<file path="config.mk">
export PLATFORM = sky130hd
export DESIGN_NAME = sram_rect_fill
export DESIGN_NICKNAME = d
export VERILOG_FILES = /design/src/rtl/sram_rect_fill.sv
export SDC_FILE = /design/constraint.sdc
export NUM_CORES = 1
export LEC_CHECK = 0
export CAP_MARGIN = 20
export CORE_UTILIZATION = 40
export DETAILED_ROUTE_END_ITERATION = 12
export MAX_ROUTING_LAYER = met4
export PLACE_DENSITY = 0.71
export SLEW_MARGIN = 20
export SYNTH_ARGS = -nofsm -noshare
export SYNTH_HDL_FRONTEND = slang
export SYNTH_SLANG_ARGS = --single-unit
</file>
<file path="constraint.sdc">
create_clock -name Clock_50 -period 3.4 [get_ports Clock_50]
set_input_delay 0.85 -clock Clock_50 [delete_from_list [all_inputs] [get_ports Clock_50]]
set_output_delay 0.85 -clock Clock_50 [all_outputs]
set_load 0.1 [all_outputs]
</file>
<file path="src/rtl/sram_rect_fill.sv">
// ---------------------------------------------------------------------------
// sram_rect_fill
//   Fill engine that writes one full frame of 8x8 coloured rectangles into
//   external SRAM. It writes one 16-bit word (two horizontally adjacent
//   pixels) per clock. Colour of a rectangle = (rect_row + rect_col) mod 8.
//
// Ports
//   Clock_50        in   system clock, rising edge
//   Resetn          in   asynchronous active-low reset
//   Start           in   1-cycle start pulse; ignored unless idle
//   Busy            out  high while words are being written
//   Done            out  1-cycle pulse after the last word
//   SRAM_address    out  18-bit word address
//   SRAM_write_data out  {5'd0, c, 5'd0, c}
//   SRAM_we_n       out  active-low write enable
// ---------------------------------------------------------------------------
module sram_rect_fill #(
   parameter int          H_PIXELS    = 320,
   parameter int          V_PIXELS    = 240,
   parameter int          RECT_WIDTH  = 40,
   parameter int          RECT_HEIGHT = 30,
   parameter logic [17:0] BASE_ADDR   = 18'd0
) (
   input  logic        Clock_50,
   input  logic        Resetn,
   input  logic        Start,
   output logic        Busy,
   output logic        Done,
   output logic [17:0] SRAM_address,
   output logic [15:0] SRAM_write_data,
   output logic        SRAM_we_n
);

   localparam int          XW        = $clog2(RECT_WIDTH);
   localparam int          YW        = $clog2(RECT_HEIGHT);
   localparam logic [XW-1:0] X_LAST  = XW'(RECT_WIDTH - 2);
   localparam logic [YW-1:0] Y_LAST  = YW'(RECT_HEIGHT - 1);
   localparam int          N_WORDS   = H_PIXELS * V_PIXELS / 2;
   localparam logic [17:0] LAST_ADDR = 18'(BASE_ADDR + 18'(N_WORDS - 1));

   typedef enum logic [1:0] {
      S_IDLE,
      S_FILL,
      S_FINISH_FILL_SRAM
   } state_t;

   state_t            state_q, state_d;
   logic [XW-1:0]     x_q, x_d;       // pixel offset of the current word inside its rectangle
   logic [YW-1:0]     y_q, y_d;       // line offset inside the rectangle
   logic [2:0]        col_q, col_d;
   logic [2:0]        row_q, row_d;
   logic [17:0]       addr_q, addr_d;
   logic [15:0]       data_q, data_d;
   logic              we_n_q, we_n_d;
   logic              busy_q, busy_d;
   logic              done_q, done_d;

   // counter values for the word following the one currently presented
   logic [XW-1:0]     x_nx;
   logic [YW-1:0]     y_nx;
   logic [2:0]        col_nx;
   logic [2:0]        row_nx;

   function automatic logic [15:0] pack_word(input logic [2:0] c);
      return {5'd0, c, 5'd0, c};
   endfunction

   // ---------------- state register ----------------
   always_ff @(posedge Clock_50 or negedge Resetn) begin
      if (!Resetn) state_q <= S_IDLE;
      else         state_q <= state_d;
   end

   // ---------------- next state ----------------
   always_comb begin
      state_d = state_q;
      case (state_q)
         S_IDLE:             if (Start) state_d = S_FILL;
         S_FILL:             if (addr_q == LAST_ADDR) state_d = S_FINISH_FILL_SRAM;
         S_FINISH_FILL_SRAM: state_d = S_IDLE;
         default:            state_d = S_IDLE;
      endcase
   end

   // Rectangle walk without division: x steps by 2 pixels per word. The
   // 3-bit rect_col wraps 7->0 on its own at end of line since the line is
   // exactly 8 rectangles wide.
   always_comb begin
      x_nx   = x_q + XW'(2);
      y_nx   = y_q;
      col_nx = col_q;
      row_nx = row_q;
      if (x_q == X_LAST) begin
         x_nx   = '0;
         col_nx = col_q + 3'd1;
         if (col_q == 3'd7) begin
            if (y_q == Y_LAST) begin
               y_nx   = '0;
               row_nx = row_q + 3'd1;
            end else begin
               y_nx   = y_q + YW'(1);
            end
         end
      end
   end

   // ---------------- output / datapath next values ----------------
   always_comb begin
      x_d    = '0;
      y_d    = '0;
      col_d  = '0;
      row_d  = '0;
      addr_d = '0;
      data_d = '0;
      we_n_d = 1'b1;
      busy_d = 1'b0;
      done_d = 1'b0;
      case (state_q)
         S_IDLE: begin
            if (Start) begin
               // pixel (0,0) sits in rectangle (0,0) -> colour 0
               addr_d = BASE_ADDR;
               data_d = pack_word(3'd0);
               we_n_d = 1'b0;
               busy_d = 1'b1;
            end
         end
         S_FILL: begin
            if (addr_q == LAST_ADDR) begin
               done_d = 1'b1;
            end else begin
               x_d    = x_nx;
               y_d    = y_nx;
               col_d  = col_nx;
               row_d  = row_nx;
               addr_d = addr_q + 18'd1;
               data_d = pack_word(row_nx + col_nx);
               we_n_d = 1'b0;
               busy_d = 1'b1;
            end
         end
         default: ;  // S_FINISH_FILL_SRAM: everything back to idle values
      endcase
   end

   // ---------------- registered outputs and counters ----------------
   always_ff @(posedge Clock_50 or negedge Resetn) begin
      if (!Resetn) begin
         x_q    <= '0;
         y_q    <= '0;
         col_q  <= '0;
         row_q  <= '0;
         addr_q <= '0;
         data_q <= '0;
         we_n_q <= 1'b1;
         busy_q <= 1'b0;
         done_q <= 1'b0;
      end else begin
         x_q    <= x_d;
         y_q    <= y_d;
         col_q  <= col_d;
         row_q  <= row_d;
         addr_q <= addr_d;
         data_q <= data_d;
         we_n_q <= we_n_d;
         busy_q <= busy_d;
         done_q <= done_d;
      end
   end

   assign Busy            = busy_q;
   assign Done            = done_q;
   assign SRAM_address    = addr_q;
   assign SRAM_write_data = data_q;
   assign SRAM_we_n       = we_n_q;

endmodule
</file>
Yosys cells after proc, flatten, opt, wreduce, memory -nomap -nowiden
Cells that the tools add are included.

Register bits: 56. Input port bits: 3. Output and inout bits: 37. Logic and storage cells: 58.

$add $sub $neg: 6. Eq/ne operators: 9. Muxes and demuxes: 30. Reductions and logical operators: 3.

Operator list (number): 18-bit 2-to-1 mux (2); 5-bit 2-to-1 mux (5); 3-bit 2-to-1 mux (8); 11-bit 2-to-1 mux (2); 18-bit by 1-bit adder with 18-bit output, second input constant (1); 18-bit by 16-bit == test with 1-bit output, second input constant (1); 6-bit 2-to-1 mux (3); 3-bit by 1-bit adder with 3-bit output, second input constant (2); 6-bit by 2-bit adder with 6-bit output, second input constant (1); 6-bit == test, second input constant (1); 3-bit != test, second input constant (2); 5-bit by 1-bit adder with 5-bit output, second input constant (1); 5-bit == test, second input constant (1); 1-bit 2-to-1 mux (5); 2-bit 2-to-1 mux (2); 2-bit != test, second input constant (2); 1-bit case mux with 2 select lines (2); 2-bit case mux with 2 select lines (1); 2-bit AND reduction (2); 3-bit adder (1); 3-bit == test, second input constant (1); 2-bit by 1-bit == test with 1-bit output, second input constant (1); 2-bit logical NOT (1).

Depth between registers and ports, before layout
Depth in word-level cells: 7. Depth in mapped cells: 11. Gate-level depth less buffers: 10.

Least setup slack after synthesis
OpenSTA, ideal clock, no wires.

Path kind: register to register. Start point: register y_q[1]. End point: register data_q[2], in the netlist SRAM_write_data[2]. Data arrival time: 2.330 ns. Setup slack: 0.952 ns. Cell stages (with the launch flop): 12. Buffers on the path: 1. Period minus slack after synthesis: 2.448 ns. Cells stage by stage: dfrtp_1 > inv_1 > ha_1 > and4_1 > clkbuf_1 > nand3_1 > xnor2_1 > ha_1 > inv_1 > fa_1 > xnor3_1 > nor2b_1.

Word-level cells in the longest chain between the ends: 7.

Ends and longest elaborated chain: start: declaration (line 49) `logic [YW-1:0] y_q, y_d;`; start signal: assignment (line 160) `y_q <= y_d;`; 5-bit == test (line 97) `if (y_q == Y_LAST) begin`; 3-bit 2-to-1 mux (line 97); 3-bit 2-to-1 mux (line 96) `if (col_q == 3'd7) begin`; 3-bit 2-to-1 mux (line 93) `if (x_q == X_LAST) begin`; 3-bit adder (line 137) `data_d = pack_word(row_nx + col_nx);`; 11-bit 2-to-1 mux (line 129) `if (addr_q == LAST_ADDR) begin`; 11-bit 2-to-1 mux; end signal: assignment (line 164) `data_q <= data_d;`; end: declaration (line 53) `logic [15:0] data_q, data_d;`.

Every way passes these cells. A chain may end at the register's enable or synchronous reset.

Worst setup path after layout
Start point: register x_q[1]. End point: register data_q[2], in the netlist SRAM_write_data[2].

Word-level cells in the longest chain between the ends: 5.

Ends and longest elaborated chain: start: declaration (line 48) `logic [XW-1:0] x_q, x_d;`; start signal: assignment (line 149) `x_q <= '0;`; start signal: assignment (line 159) `x_q <= x_d;`; 6-bit == test (*) (line 93); 3-bit 2-to-1 mux (line 93); 3-bit adder (*) (line 137); 11-bit 2-to-1 mux (*) (line 129); 11-bit 2-to-1 mux (*).

Every way passes the cells marked *; elsewhere a longest branch is shown, timed or not.

==> flow_metrics.py <==
metrics = {
    "floorplanning": {
        "dieArea_sq_um": 5550,
        "io_pins": 40,
        "core_sq_um": 5070,
        "initial_core_util": 0.414,
        "rows": 26,
        "die_h_microns": 74.5,
        "die_width_microns": 74.5,
    },
    "timing": {
        "worstMarginPinSlew_ns": 0.922,
        "fin_setup_tns_ns": 0,
        "finalHoldViolCount": 0,
        "period_minus_slack_ns": 2.59,
        "period_share": 0.761,
        "timing.fmax_mhz": 386,
        "setup_violations": 0,
        "slew_headroom": 0.386,
        "clock_skew_ns": 0.00683,
        "rsz0062_at_grt": "no",
        "slew_viol_final": 0,
    },
    "synth": {
        "seq_area_frac_synth": 0.500,
        "ys_warn_count": 0,
        "post-synth-top-count-cell": "dfrtp_1",
        "synth-edff-count": 0,
        "netlist_instances": 204,
        "synth_area_leaders": "dfrtp_1, xor2_1, nor2_1",
        "synth_area_sq_um": 2100,
        "synth_common_cells": "dfrtp_1, nor2_1, buf_4, xor2_1, nand2_1",
        "syn_area_per_cell_sq_um": 10.3,
        "synth_top_cell_by_area": "dfrtp_1",
        "ys.flop_type": "dfrtp_1",
        "synth-seq-cells": 42,
        "yosysUniqueCellTypes": 36,
        "async_flop_share": 1.00,
        "synth.top_cell.area_share": 0.488,
    },
    "setup_path": {
        "max_stage_delay_ns": 0.41,
        "rrSetupSlack_ns": 0.81,
        "endpoint_kind": "flop",
        "worstSetupPathType": "flop to flop",
        "r2r_cells": 9,
        "crit_arrival_ns": 2.75,
        "cp_slowest_cell": "fa_1",
        "crit_fanout": 7,
        "rr_startpoint": "x_q[1]",
        "crit_chain": "and2_1 -> nor4bb_1 -> buf_4 -> xor2_1 -> ha_1 -> inv_1 -> fa_1 -> xnor3_1 -> nor2b_1",
        "timing.rr.end": "SRAM_write_data[2]",
        "required_ns": 3.56,
        "critPathLaunchType": "flop",
    },
    "finish": {
        "drive_gt1_frac": 0.177,
        "areaGrowthSynthToFinish_pct": 14.6,
        "final_nets": 242,
        "final_cells": 301,
        "n_antenna_cell": 0,
        "nFillCells": 492,
        "seq_area_sq_um": 1050,
        "final_area_sq_um": 2410,
        "multiInputGateArea_sq_um": 913,
    },
    "global_routing": {
        "grt.overflow.total": 0,
        "grt_first_pass_wirelength_microns": 6240,
        "antenna_found_initial": 0,
        "grt_usage": 0.154,
        "grt_pass1_vias": 1301,
        "grt_max_degree": 43,
    },
    "placement": {
        "placedCellCount": 293,
        "place_area_sq_um": 2300,
        "hpwl_microns": 2450,
        "portBuffers": 29,
        "place_congestion": 0.713,
    },
    "clock_network": {
        "numCtsBuffers": 5,
        "h-tree-depth": 2,
        "clkLatencyLatePin_ns": 0.30,
        "root_buffer": "clkbuf_8",
        "post_cts_resized": 0,
        "cts_tree": "yes",
        "postCtsSetupBuffers": 0,
        "ctsHoldBuffers": 0,
        "cts_buffer_depth": 2,
        "clkSinkCount": 42,
        "clk_pin_slew_ns": 0.08,
    },
    "min_path": {
        "holdPathStages": 1,
        "hold_end": "x_q[1]",
        "hp-start": "x_q[1]",
        "hp-class": "flop to flop",
    },
    "power": {
        "power-per-cell-area_nw_per_um2": 394,
        "leakagePower_nw": 1.16,
        "ir_worst_vdd_uv": 240,
    },
    "route": {
        "postRouteWirelength_microns": 3630,
        "wire_per_inst_microns": 12.0,
        "route.detailed.drc": 0,
        "drt_iter0_markers": 46,
        "drt-vias-per-instance": 4.81,
        "drt.antenna.violating_nets": 0,
        "dr.pass1.iters": 4,
        "dr_total_vias": 1447,
    },
    "flow_run": {
        "max_cap_violations": 0,
    },
    "run_status": {
        "status": "completed",
    },
}
[through the flow]
step | power (mW) | hold slack, ns | utilization | setup WS [ns]
2_1_floorplan | 0.566 | 0.421 | - | 0.952
3_3_place_gp | 0.568 | 0.438 | 0.453 | 0.876
3_5_place_dp | 0.568 | 0.448 | 0.453 | 0.819
4_1_cts | 0.958 | 0.459 | 0.475 | 0.793
5_1_grt | 0.981 | 0.499 | 0.475 | 0.572
6_report | 0.950 | 0.458 | 0.475 | 0.812
[worst max-delay path by stage]
stage,endpoint,cells after the start,slack (ns),from
after floorplan,SRAM_write_data[2],11,0.95,y_q[1]
after global routing,SRAM_write_data[2],9,0.57,x_q[1]
after CTS,SRAM_write_data[2],9,0.79,x_q[1]
after detailed placement,SRAM_write_data[2],9,0.82,x_q[1]
after global placement,SRAM_write_data[2],10,0.88,col_q[0]
final,SRAM_write_data[2],9,0.81,x_q[1]
[per-layer routing]
layer	routed length [microns]	GRT usage
met5	0	-
met4	41	0.0377
met1	1750	0.204
met2	1730	0.231
met3	107	0.0447
[power by group]
group	leakage, nW	switching [mW]	internal [mW]
Combinational	0.559	0.0571	0.00142
Clock	0.0579	0.176	0.216
Sequential	0.539	0	0.499
Total	1.16	0.233	0.717
[cell usage in the layout, fill, tap and decap left out, types with 2 or more instances in the layout]
| master | instances |
|---|---|
| nor2_1 | 30 |
| or3_1 | 5 |
| nand2b_1 | 2 |
| and2_1 | 2 |
| nand3_1 | 8 |
| xnor2_1 | 5 |
| o21ai_0 | 5 |
| nor3_1 | 6 |
| buf_4 | 28 |
| dfrtp_1 | 41 |
| a21oi_1 | 8 |
| nand4_1 | 6 |
| xor2_1 | 13 |
| conb_1 | 10 |
| mux2i_1 | 3 |
| nor2b_1 | 4 |
| and4_1 | 3 |
| nor3b_1 | 3 |
| ha_1 | 8 |
| clkbuf_8 | 5 |
| nand2_1 | 12 |
| clkinv_2 | 2 |
| inv_1 | 6 |
| and3_1 | 2 |
[layout make-up]
class | count | area share
Inverter | 6 | 0.00935
Timing Repair Buffer | 30 | 0.0935
Clock buffer | 5 | 0.0286
Tap cell | 70 | 0.0363
Sequential cell | 42 | 0.437
Clock inverter | 3 | 0.0166
Multi-Input combinational cell | 145 | 0.379
[logic make-up after synthesis]
family	share of synthesized area
buffers and inverters	0.0815
XOR/XNOR	0.0857
adder cells (fa/ha/maj)	0.0571
multiplexers	0.0143
other	0.00178
flip-flops	0.500
AND/OR/NAND/NOR	0.214
AO/OA/AOI/OAI	0.0452
[flip-flops by register name, summed over array words and instances (netlist names)]
signal	cells
x_q	5
Busy	1
SRAM_write_data	3
state_q	2
SRAM_address	18
col_q	3
Done	1
SRAM_we_n	1
row_q	3
y_q	5
[worst max-delay path: cells and delay by family (launching register included)]
kind          cells  cell delay [ns]
simple gates      3             0.67
xor+xnor          2             0.57
flops             1             0.37
buf+inv           2             0.26
fa+ha+maj         2             0.58
(Power assumes the default switching activity.)
